**src/rtl/ahb_sram_bridge.sv**
```systemverilog
// ahb_sram_bridge: zero-wait-state AHB-Lite slave in front of a single-port
// 32-bit synchronous SRAM. Reads win the SRAM port in their address phase; a
// write whose data phase collides with a read is parked in a one-entry buffer
// and drained in the next cycle without a read. Reads forward buffered bytes.
//
// Ports:
//   HCLK, HRESET            clock, synchronous active-high reset
//   HSEL, HADDR, HTRANS,    AHB address phase
//   HSIZE, HWRITE, HREADY
//   HWDATA                  AHB write data (data phase)
//   HREADYOUT, HRESP        tied ready / OKAY
//   HRDATA                  read data, valid in the read data phase, else 0
//   SRAMRDATA               SRAM read data, valid the cycle after a read strobe
//   SRAMCS, SRAMWEN,        SRAM strobe, byte write enables, word address,
//   SRAMADDR, SRAMWDATA     write data (combinational from this cycle's state)
module ahb_sram_bridge #(
  parameter int unsigned AW = 12
) (
  input  logic            HCLK,
  input  logic            HRESET,
  input  logic            HSEL,
  input  logic [AW-1:0]   HADDR,
  input  logic [1:0]      HTRANS,
  input  logic [2:0]      HSIZE,
  input  logic            HWRITE,
  input  logic [31:0]     HWDATA,
  input  logic            HREADY,
  output logic            HREADYOUT,
  output logic            HRESP,
  output logic [31:0]     HRDATA,
  input  logic [31:0]     SRAMRDATA,
  output logic            SRAMCS,
  output logic [3:0]      SRAMWEN,
  output logic [AW-3:0]   SRAMADDR,
  output logic [31:0]     SRAMWDATA
);

  localparam int unsigned WAW = AW - 2;

  logic           w_valid;
  logic           w_rd_req;
  logic           w_wr_req;
  logic [3:0]     w_be;
  logic [WAW-1:0] w_word_addr;
  logic           w_fwd;
  logic           w_unused;

  logic           r_wr_dph;
  logic [WAW-1:0] r_wr_addr;
  logic [3:0]     r_wr_be;
  logic           r_rd_dph;
  logic [WAW-1:0] r_rd_addr;
  logic           r_buf_vld;
  logic [WAW-1:0] r_buf_addr;
  logic [3:0]     r_buf_be;
  logic [31:0]    r_buf_data;

  // Only HTRANS[1] distinguishes active transfers from IDLE/BUSY.
  assign w_unused    = HTRANS[0];

  assign w_valid     = HSEL & HREADY & HTRANS[1];
  assign w_rd_req    = w_valid & ~HWRITE;
  assign w_wr_req    = w_valid & HWRITE;
  assign w_word_addr = HADDR[AW-1:2];

  assign HREADYOUT   = 1'b1;
  assign HRESP       = 1'b0;

  // Byte-lane decode from size and low address bits.
  always_comb begin
    w_be = 4'b0000;
    case (HSIZE)
      3'd0:    w_be = 4'b0001 << HADDR[1:0];
      3'd1:    w_be = HADDR[1] ? 4'b1100 : 4'b0011;
      default: w_be = 4'b1111;
    endcase
  end

  // Data-phase tracking and the one-entry write buffer.
  always_ff @(posedge HCLK) begin
    if (HRESET) begin
      r_wr_dph   <= 1'b0;
      r_wr_addr  <= '0;
      r_wr_be    <= 4'b0000;
      r_rd_dph   <= 1'b0;
      r_rd_addr  <= '0;
      r_buf_vld  <= 1'b0;
      r_buf_addr <= '0;
      r_buf_be   <= 4'b0000;
      r_buf_data <= 32'h0;
    end else begin
      r_wr_dph <= w_wr_req;
      r_rd_dph <= w_rd_req;
      if (w_wr_req) begin
        r_wr_addr <= w_word_addr;
        r_wr_be   <= w_be;
      end
      if (w_rd_req) begin
        r_rd_addr <= w_word_addr;
      end
      // A read steals the port from a write data phase: park the write.
      // Otherwise any buffered write drains on the first read-free cycle.
      if (r_wr_dph && w_rd_req) begin
        r_buf_vld  <= 1'b1;
        r_buf_addr <= r_wr_addr;
        r_buf_be   <= r_wr_be;
        r_buf_data <= HWDATA;
      end else if (!w_rd_req) begin
        r_buf_vld  <= 1'b0;
      end
    end
  end

  // A buffered write cannot coexist with a write data phase; a read in that
  // cycle would need a second buffer entry.
  always_ff @(posedge HCLK) begin
    if (!HRESET) begin
      assert (!(r_buf_vld && r_wr_dph && w_rd_req))
        else $error("ahb_sram_bridge: write buffer overflow");
    end
  end

  // SRAM port arbitration: read, then buffer drain, then direct write.
  always_comb begin
    SRAMCS    = 1'b0;
    SRAMWEN   = 4'b0000;
    SRAMADDR  = '0;
    SRAMWDATA = 32'h0;
    if (!HRESET) begin
      if (w_rd_req) begin
        SRAMCS    = 1'b1;
        SRAMADDR  = w_word_addr;
      end else if (r_buf_vld) begin
        SRAMCS    = 1'b1;
        SRAMWEN   = r_buf_be;
        SRAMADDR  = r_buf_addr;
        SRAMWDATA = r_buf_data;
      end else if (r_wr_dph) begin
        SRAMCS    = 1'b1;
        SRAMWEN   = r_wr_be;
        SRAMADDR  = r_wr_addr;
        SRAMWDATA = HWDATA;
      end
    end
  end

  // Read data with per-byte forwarding from a not-yet-drained buffer.
  assign w_fwd = r_buf_vld & (r_buf_addr == r_rd_addr);

  always_comb begin
    HRDATA = 32'h0;
    if (!HRESET && r_rd_dph) begin
      for (int i = 0; i < 4; i++) begin
        HRDATA[8*i +: 8] = (w_fwd && r_buf_be[i]) ? r_buf_data[8*i +: 8]
                                                  : SRAMRDATA[8*i +: 8];
      end
    end
  end

endmodule

```
**config.mk**
```make
export PLATFORM = sky130hd
export DESIGN_NAME = ahb_sram_bridge
export DESIGN_NICKNAME = d
export VERILOG_FILES = /design/src/rtl/ahb_sram_bridge.sv
export SDC_FILE = /design/constraint.sdc
export NUM_CORES = 1
export LEC_CHECK = 0
export CORE_UTILIZATION = 48
export DETAILED_ROUTE_END_ITERATION = 10
export PLACE_DENSITY = 0.87
export SLEW_MARGIN = 20
export SYNTH_ARGS = -nofsm -noshare
export SYNTH_HDL_FRONTEND = slang
export SYNTH_SLANG_ARGS = --single-unit
```
**constraint.sdc**
```tcl
create_clock -name HCLK -period 5.3 [get_ports HCLK]
set_input_delay 1.06 -clock HCLK [delete_from_list [all_inputs] [get_ports HCLK]]
set_output_delay 1.06 -clock HCLK [all_outputs]
set_load 0.05 [all_outputs]
```
# After elaboration in Yosys (flattened, before gate mapping)
# Index checks and enable logic that the tools add are counted.
dict set report word_totals {
  register_bits 73
  input_bits 86
}
dict set report classes {
  eq_ne 3
  shifts 1
  mux 25
  bitwise 6
  reduce_logical 8
}
# cell count
set ops {}
lappend ops {{two-way mux 32 bit} 5}
lappend ops {{two-way mux 10 bit} 4}
lappend ops {{two-way mux 8 bit} 4}
lappend ops {{two-way mux 4 bit} 5}
lappend ops {{equality test 10 bit} 1}
lappend ops {{case mux 4 bit (2 select lines)} 1}
lappend ops {{logical AND 1 bit} 6}
lappend ops {{two-way mux 1 bit} 6}
lappend ops {{AND 1 bit} 5}
lappend ops {{left shift 1 x 2 -> 4 bit (first input constant)} 1}
lappend ops {{equality test 3 x 1 -> 1 bit (second input constant)} 1}
lappend ops {{zero test 3 bit} 1}
lappend ops {{!= test 2 x 1 -> 1 bit (second input constant)} 1}
lappend ops {{zero test 1 bit} 1}
lappend ops {{inverter 1 bit} 1}

# Depth between registers and ports, before layout
# Gate-level depths: netlist of the first run.
dict set report depth {
  ltp_word 5
  mapped_depth 6
  mapped_depth_nobuf 4
}

# Worst setup path after synthesis of the first run
# OpenSTA, ideal clock, no wires.
dict set report synth_path {
  kind {input-to-output}
  start {input HREADY}
  end {output SRAMADDR[0]}
  arrival_time_ns 2.888
  required_time_ns 4.240
  path_slack_ns 1.352
  stages 4
  cell_sequence {and4b_1 -> or3_1 -> clkbuf_1 -> o21ai_0}
}
dict set report synth_via {
  elab_chain_len 5
}
# element line_no
set synth_rtl {}
lappend synth_rtl {{from (decl)} 27} ;# input logic HREADY,
lappend synth_rtl {{AND 1 bit (2 in a row)} 61} ;# assign w_valid = HSEL & HREADY & HTRANS[1];
lappend synth_rtl {{AND 1 bit} 62} ;# assign w_rd_req = w_valid & ~HWRITE;
lappend synth_rtl {{two-way mux 10 bit} 130} ;# if (w_rd_req) begin
lappend synth_rtl {{two-way mux 10 bit} 129} ;# if (!HRESET) begin
lappend synth_rtl {{to (decl)} 34} ;# output logic [AW-3:0] SRAMADDR,
# No other way between the ends.

# Worst setup path after layout of the first run
dict set report layout_path {
  start {input HWRITE}
  end {output SRAMADDR[6]}
}
dict set report layout_via {
  elab_chain_len 4
}
# element line_no
set layout_rtl {}
lappend layout_rtl {{from (decl)} 25} ;# input logic HWRITE,
lappend layout_rtl {{inverter 1 bit} 62}
lappend layout_rtl {{AND 1 bit} 62}
lappend layout_rtl {{two-way mux 10 bit} 130}
lappend layout_rtl {{two-way mux 10 bit} 129}
# No other way between the ends.

==> results.json, run 1 <==
{
  "drt_wl_total_mm": 12.97,
  "skew_ps": 6.767,
  "gp_congestion": 0.7717,
  "synth_edf_count": 0,
  "insertion_delay_ps": 330,
  "synth.most_common_cell": "nand2_1",
  "synthFlopType": "dfxtp_1",
  "fin_crit_sh": 0.8472,
  "powerDensity_mw_per_mm2": 193.1,
  "cp_data_arrival_time_ps": 3430,
  "seq_area_mm2": 0.001463,
  "cts_buffer_depth": 2,
  "cap_violations": 0,
  "htree_levels": 3,
  "synth_compound_area_frac": 0.1460,
  "hold_path.class": "reg -> reg",
  "status": "complete, no violations",
  "synth_top_family_by_area": "simple AND/OR/NAND/NOR gates",
  "place_hpwl_mm": 8.878,
  "routedWlPerCell_um": 14.61,
  "hold_viol": 0,
  "multi_input_area_mm2": 0.002620,
  "crit_fanout": 11,
  "critical_path_required_ps": 4240,
  "critPathCaptureType": "output pin",
  "slew_violations": 0,
  "synth_top_area_cell": "dfxtp_1",
  "via_count": 4723,
  "yosys-top-cells-count": "nand2_1, a21oi_1, nor2_1, dfxtp_1, mux2i_1",
  "clock-sinks": 73,
  "peakVddDrop_mv": 0.1150,
  "fin_ws_ps": 810.1,
  "setup_viol": 0,
  "syn_area_per_cell_um2": 6.667,
  "overflow": 0,
  "start_kind": "input port",
  "fmax_mhz": 222.7,
  "synth_area_mm2": 0.004267,
  "synth_fp_nets": 726,
  "path_class": "in -> out",
  "grt_start_max_net_pins": 84,
  "antenna_found_initial": 0,
  "synth_mux_area_frac": 0.09853,
  "grt_pass1_vias": 4380,
  "yosys.cell_types.count": 29,
  "die-area_mm2": 0.009270,
  "final_nets": 861,
  "drcViolationCount": 0,
  "syn_inst": 640,
  "die_y_um": 96.28,
  "area_growth_pct": 43.58,
  "fin_crit_ps": 4490,
  "rsz0062_at_grt": "no",
  "drt_iter0_markers": 257,
  "synthSimpleGateAreaFrac": 0.3328,
  "fin_setup_tns_ps": 0,
  "cts-root-buf": "clkbuf_8",
  "yosys_register_bits": 73,
  "io_buffers": 163,
  "tightest_slew_ps": 960.0,
  "fp-row-count": 34,
  "insertedDiodeCount": 0,
  "layout-drive-gt1-share": 0.05769,
  "synthTopCellsByArea": "dfxtp_1, nand2_1, a21oi_1, mux2i_1, nor2_1",
  "cts_buffers": 9,
  "ctsResizeCount": 0,
  "hold_buffers": 0,
  "p_leak_nw": 1.960,
  "grtUsageTotal": 0.2800,
  "slew_headroom": 0.3600,
  "drt-vias-per-instance": 5.319,
  "dp_slack_ps": 790.6,
  "ant_nets": 0,
  "async_flop_share": 0,
  "die_w_um": 96.28,
  "fillCellCount": 708,
  "core_area_mm2": 0.008678,
  "synth_adder_area_share": 0,
  "yosys_warnings": 0,
  "firstDrtPassIters": 5,
  "grt_pass1_wl_mm": 20.07,
  "io_pins": 167,
  "synth-seq-area-share": 0.3425,
  "synth-xor-area-share": 0.03284,
  "initial_core_util": 0.4916,
  "postCtsSetupBuffers": 0,
  "synth_top_area_frac": 0.3425,
  "cts_tree": "built",
  "clkTransAtPathRegs_ps": 80,
  "hold-worst-slack_ps": 472.7
}
stage by stage:
step	std cells	total power, mW	instance area (um^2)	utilization
after floorplan	640	0.6245	4267	-
after global placement	872	0.7082	5906	0.6805
after detailed placement	872	0.7107	5906	0.6805
after CTS	888	1.190	6126	0.7059
after global routing	888	1.226	6126	0.7059
final	888	1.183	6126	0.7059
per-layer routing:
layer  routed length [um]  vias to the layer above  track usage
li1                     -                     2344            -
met1                 5207                     2170       0.3201
met2                 6511                      193       0.5000
met3                 1104                       16      0.06240
met4                  147                        0       0.1144
met5                    0                        -            0
power by group:
part / switching (mW) / leakage (nW) / total [mW] / internal [mW]
clock: 0.206 / 0.113 / 0.484 / 0.278
combinational: 0.0690 / 1.26 / 0.143 / 0.0741
sequential: 0.00376 / 0.589 / 0.557 / 0.553
total: 0.279 / 1.96 / 1.18 / 0.904
final timing paths:
| kind | startpoint | slack, ps | to | depth (start not counted) |
|---|---|---|---|---|
| hold reg to reg | r_rd_addr[0] | 470 | r_rd_addr[0] | 2 |
| hold / removal | r_rd_addr[0] | 470 | r_rd_addr[0] | 2 |
| setup reg to reg | r_wr_dph | 3150 | r_buf_data[6] | 5 |
| setup / recovery | HWRITE | 810 | SRAMADDR[6] | 6 |
area by class of cell:
cell class / instances / area share
clock buffers: 11 / 0.02308
clock inverters: 5 / 0.01287
inverters: 1 / 0.0006127
multi-input cells: 518 / 0.4277
flip-flops and latches: 73 / 0.2388
well taps: 108 / 0.02206
repair buffers: 172 / 0.2749
cell usage in the layout, fill, tap and decap left out, drive strengths merged, types with 2 or more instances in the layout:
cell and n:
a21oi 106, buf 14, bufinv 2, clkbuf 11, clkdlybuf4s50 158, clkinv 3
conb 2, dfxtp 73, mux2i 42, nand2 245, nand3 5, nand4 2
nor2 75, nor2b 2, nor3 2, nor4 4, o21ai 15, xnor2 10
registers in the layout, summed over array words and instances, names as in the netlist:
register	count
r_buf_addr	10
r_buf_be	4
r_buf_data	32
r_buf_vld	1
r_rd_addr	10
r_rd_dph	1
r_wr_addr	10
r_wr_be	4
r_wr_dph	1
worst max-delay path, stage by stage:
cell	delay, ps
clkdlybuf4s50_1	440
nand4b_1	300
nor2_1	580
nand2_1	110
o21ai_0	100
clkdlybuf4s50_1	830
logic make-up after synthesis:
family | Yosys count
AO/OA/AOI/OAI | 123
XOR/XNOR | 10
buffers and inverters | 49
flip-flops | 73
multiplexers | 42
other | 2
AND/OR/NAND/NOR | 341
No activity file was read; power rests on OpenSTA's default activity.
==> inputs of run 2 (changes only) <==
CORE_UTILIZATION = 40   (was 48)
PLACE_DENSITY = 0.77   (was 0.87)
clock period = 3.65 ns   (was 5.3 ns; I/O delays follow)
==> run 2 against run 1 <==
Compared with the run above:
- register-to-register slack worse by 1300 ps
- combinational power rose by 55%
- utilization fell by 6.5 points
- critical endpoint is now HRDATA[10]
==> results.json, run 2 (synthesized netlist as in run 1, its figures left out) <==
{
  "area_growth_pct": 54.96,
  "crit_path_top_delay_cell": "nor4_4",
  "ctsResizeCount": 0,
  "grt_pass1_vias": 4595,
  "rsz0062_at_grt": "no",
  "insertedDiodeCount": 0,
  "drt_wl_total_mm": 13.54,
  "final_cell_mix": "nand2_1, a21oi_1, clkdlybuf4s50_1, nor2_1, dfxtp_1",
  "critPathMaxStageDelay_ps": 770,
  "place_hpwl_mm": 9.585,
  "fin_crit_sh": 0.8975,
  "final_nets": 867,
  "path_class": "reg -> out",
  "fin_crit_ps": 3276,
  "slew_violations": 0,
  "peakVddDrop_mv": 0.2089,
  "insertion_delay_ps": 350,
  "layout-drive-gt1-share": 0.1616,
  "drt_iter0_markers": 288,
  "gp_congestion": 0.8245,
  "powerDensity_mw_per_mm2": 248.1,
  "hold_viol": 0,
  "slew_headroom": 0.4151,
  "crit_fanout": 8,
  "cts_buffer_depth": 2,
  "final_common_cell": "nand2_1",
  "drt-vias-per-instance": 5.203,
  "via_count": 4797,
  "cts_buffers": 9,
  "cap_violations": 0,
  "firstDrtPassIters": 5,
  "seq_area_mm2": 0.001463,
  "start_kind": "flop",
  "largest-register": "r_buf_data",
  "final_area_mm2": 0.006611,
  "grt_start_max_net_pins": 83,
  "fillCellCount": 871,
  "io_pins": 167,
  "cp_data_arrival_time_ps": 2550,
  "fmax_mhz": 305.3,
  "clkTransAtPathRegs_ps": 100,
  "htree_levels": 3,
  "clock-sinks": 73,
  "initial_core_util": 0.4133,
  "postCtsSetupBuffers": 0,
  "skew_ps": 13.14,
  "place_area_mm2": 0.006424,
  "fin_setup_tns_ps": 0,
  "grtUsageTotal": 0.2417,
  "path_cells": "xnor2_2, nand4_4, nor4_4, mux2i_1, buf_12",
  "crit_family": "simple AND/OR/NAND/NOR gates",
  "fin_ws_ps": 374.0,
  "drcViolationCount": 0,
  "largest_register_ffs": 32,
  "overflow": 0,
  "tightest_slew_ps": 877.4,
  "grt_pass1_wl_mm": 21.73,
  "status": "complete, no violations",
  "core_area_mm2": 0.01032,
  "hold_buffers": 0,
  "dp_slack_ps": 375.2,
  "critical_path_required_ps": 2920,
  "die-area_mm2": 0.01108,
  "critPathCaptureType": "output pin",
  "antenna_found_initial": 0,
  "cts-root-buf": "clkbuf_8",
  "path_buf_inv": 1,
  "die_w_um": 105.3,
  "ant_nets": 0,
  "cts_tree": "built",
  "setup_viol": 0,
  "p_leak_nw": 2.257,
  "routedWlPerCell_um": 14.69,
  "io_buffers": 163,
  "hold_path.class": "reg -> reg",
  "multi_input_area_mm2": 0.002620,
  "die_y_um": 105.3,
  "fp-row-count": 37
}
## run 2: cell count changes in the layout (fill, tap and decap cells not counted)
| cell | previous run | this run |
|---|---|---|
| clkdlybuf4s50_1 | 158 | 83 |
| buf_12 | 0 | 50 |
| buf_4 | 13 | 44 |
| bufinv_16 | 2 | 0 |
| clkinv_2 | 2 | 0 |
| clkinvlp_4 | 0 | 2 |
| inv_8 | 0 | 2 |
| clkbuf_1 | 1 | 0 |
| clkbuf_8 | 10 | 9 |
| clkinv_4 | 1 | 2 |
| inv_6 | 0 | 1 |
## run 2: final timing paths
kind	from	to	slack (ps)	cells after the start
worst max-delay path	r_buf_addr[2]	HRDATA[10]	370	5
worst min-delay path	r_wr_addr[8]	r_buf_addr[8]	470	2
worst max register to register	r_wr_dph	r_buf_data[19]	1820	5
worst min register to register	r_wr_addr[8]	r_buf_addr[8]	470	2
## run 2: layout make-up
class                   count  share of cell area
clock buffers               9             0.01874
well taps                 136             0.02574
inverters                   1           0.0005678
clock inverters             7            0.009652
repair buffers            178              0.3278
multi-input cells         518              0.3963
flip-flops and latches     73              0.2212
## run 2: where the power goes
group | switching, mW | internal, mW
logic | 0.104 | 0.118
registers | 0.00533 | 0.803
clock network | 0.350 | 0.261
total | 0.459 | 1.18
## run 2: routing by layer
metal,vias up,global-route usage,wire length (um)
met5,-,0,0
met4,0,0.09960,314
met3,26,0.03216,803
met2,176,0.4413,6980
met1,2238,0.2824,5443
li1,2357,-,-
## run 2: through the flow
stage / hold WS [ps] / std cells / util / power (mW)
4_1_cts: 473.7 / 922 / 0.6404 / 1.654
3_5_place_dp: 461.7 / 906 / 0.6222 / 1.047
5_1_grt: 488.4 / 922 / 0.6404 / 1.705
2_1_floorplan: 441.9 / 640 / - / 0.9068
3_3_place_gp: 449.1 / 906 / 0.6222 / 1.043
6_report: 470.6 / 922 / 0.6404 / 1.640
## run 2: worst min-delay path: cells and delay by family, from the launching register on
family	cells	cell delay [ps]
AOI/OAI and AO/OA	1	50
and+or+nand+nor	1	60
DFF	1	330
==> inputs of run 3 (changes only) <==
CAP_MARGIN = 10   (was not set)
CORE_MARGIN = 5   (was not set)
RECOVER_POWER = 100   (was not set)
==> run 3 against run 2 <==
Compared with the run above:
- worst setup slack got worse by 110 ps
- global-route usage fell by 2.3 points
- non-clock buffer count down 2
- sequential cell count is the same
- critical path type is now in -> out
- critical endpoint is now SRAMWDATA[5]
- largest cell class unchanged
==> results.json, run 3 (synthesized netlist as in run 1, its figures left out) <==
{
  "cts-root-buf": "clkbuf_8",
  "setup_viol": 0,
  "slew_violations": 0,
  "routedWlPerCell_um": 15.48,
  "hold_path.class": "reg -> reg",
  "fmax_mhz": 295.0,
  "peakVddDrop_mv": 0.1493,
  "ff2ff_path_depth": 5,
  "cap_violations": 0,
  "cp-startpoint": "HWRITE",
  "final_area_mm2": 0.006372,
  "layout-drive-gt1-share": 0.1492,
  "cts_tree": "built",
  "final_common_cell": "nand2_1",
  "clkTransAtPathRegs_ps": 80,
  "firstDrtPassIters": 5,
  "hold_path_end": "r_buf_addr[2]",
  "largest-register": "r_buf_data",
  "r2r_slack_ps": 1480,
  "io_pins": 167,
  "ant_nets": 0,
  "crit_fanout": 36,
  "rr_endpoint": "r_buf_data[5]",
  "ctsResizeCount": 0,
  "p_leak_nw": 2.177,
  "gp_congestion": 0.8361,
  "grt_pass1_wl_mm": 22.89,
  "cp_data_arrival_time_ps": 2660,
  "drt_wl_total_mm": 14.24,
  "hold_buffers": 0,
  "insertion_delay_ps": 350,
  "die-area_mm2": 0.01283,
  "fp-row-count": 37,
  "status": "complete, no violations",
  "final_nets": 865,
  "final_cell_mix": "nand2_1, a21oi_1, clkdlybuf4s50_1, nor2_1, dfxtp_1",
  "die_w_um": 113.3,
  "path_class": "in -> out",
  "via_count": 4710,
  "power_mw": 1.700,
  "skew_ps": 8.910,
  "grtUsageTotal": 0.2186,
  "die_y_um": 113.3,
  "hp-start": "r_wr_addr[2]",
  "fin_setup_tns_ps": 0,
  "insertedDiodeCount": 0,
  "grt_start_max_net_pins": 83,
  "tightest_slew_ps": 1081,
  "fin_util": 0.6145,
  "critPathCaptureType": "output pin",
  "cts_buffer_depth": 2,
  "htree_levels": 3,
  "clock-sinks": 73,
  "powerDensity_mw_per_mm2": 266.8,
  "fin_ws_ps": 260.3,
  "hold_viol": 0,
  "fin_crit_sh": 0.9287,
  "largest_register_ffs": 32,
  "dp_slack_ps": 334.4,
  "overflow": 0,
  "core_area_mm2": 0.01037,
  "r2r_start": "r_wr_dph",
  "drt-vias-per-instance": 5.120,
  "critical_path_required_ps": 2920,
  "drcViolationCount": 0,
  "fin_crit_ps": 3390,
  "area_growth_pct": 49.35,
  "rsz0062_at_grt": "no",
  "place_area_mm2": 0.006407,
  "place_hpwl_mm": 10.01,
  "grt_pass1_vias": 4623,
  "drt_iter0_markers": 317,
  "antenna_found_initial": 0,
  "initial_core_util": 0.4114,
  "postCtsSetupBuffers": 0,
  "start_kind": "input port",
  "cts_buffers": 9,
  "slew_headroom": 0.2793,
  "io_buffers": 163,
  "min_path_cells": 2
}
==> run 3: worst max-delay path by stage <==
stage | cells after the start | end | slack, ps
after global routing | 6 | HRDATA[0] | 110
after floorplan | 4 | SRAMADDR[0] | 360
final | 6 | SRAMWDATA[5] | 260
after global placement | 5 | SRAMADDR[8] | 350
after detailed placement | 5 | SRAMADDR[0] | 330
after CTS | 5 | SRAMADDR[0] | 330
==> run 3: critical path, cell delays in order <==
cell and delay, ps:
dlygate4sd3_1 580, nand4b_1 200, nand2_1 80, clkbuf_2 630, nor2_1 140, clkbuf_2 280
==> run 3: area by class of cell <==
cell class,instances,area (um^2)
Fill cell,942,3998
Multi-Input combinational cell,518,2611
Timing Repair Buffer,176,1909
Sequential cell,73,1463
Tap cell,136,170.2
Clock buffer,12,165.2
Clock inverter,4,50.05
Inverter,1,3.754
==> run 3: power breakdown <==
| group | switching (mW) | internal, mW |
|---|---|---|
| clock network | 0.309 | 0.371 |
| registers | 0.00527 | 0.803 |
| logic | 0.102 | 0.110 |
==> run 3: layer usage <==
metal	GRT usage	vias to the layer above	wire, um
met4	0.07612	0	340
met5	0	-	0
met1	0.2608	2153	5715
met3	0.05508	23	1119
met2	0.3807	183	7065
li1	-	2351	-
==> run 3: through the flow <==
step	hold slack [ps]	std cells
3_5_place_dp	462.6	904
5_1_grt	486.0	920
6_report	468.6	920
2_1_floorplan	441.9	640
3_3_place_gp	448.1	904
4_1_cts	473.9	920
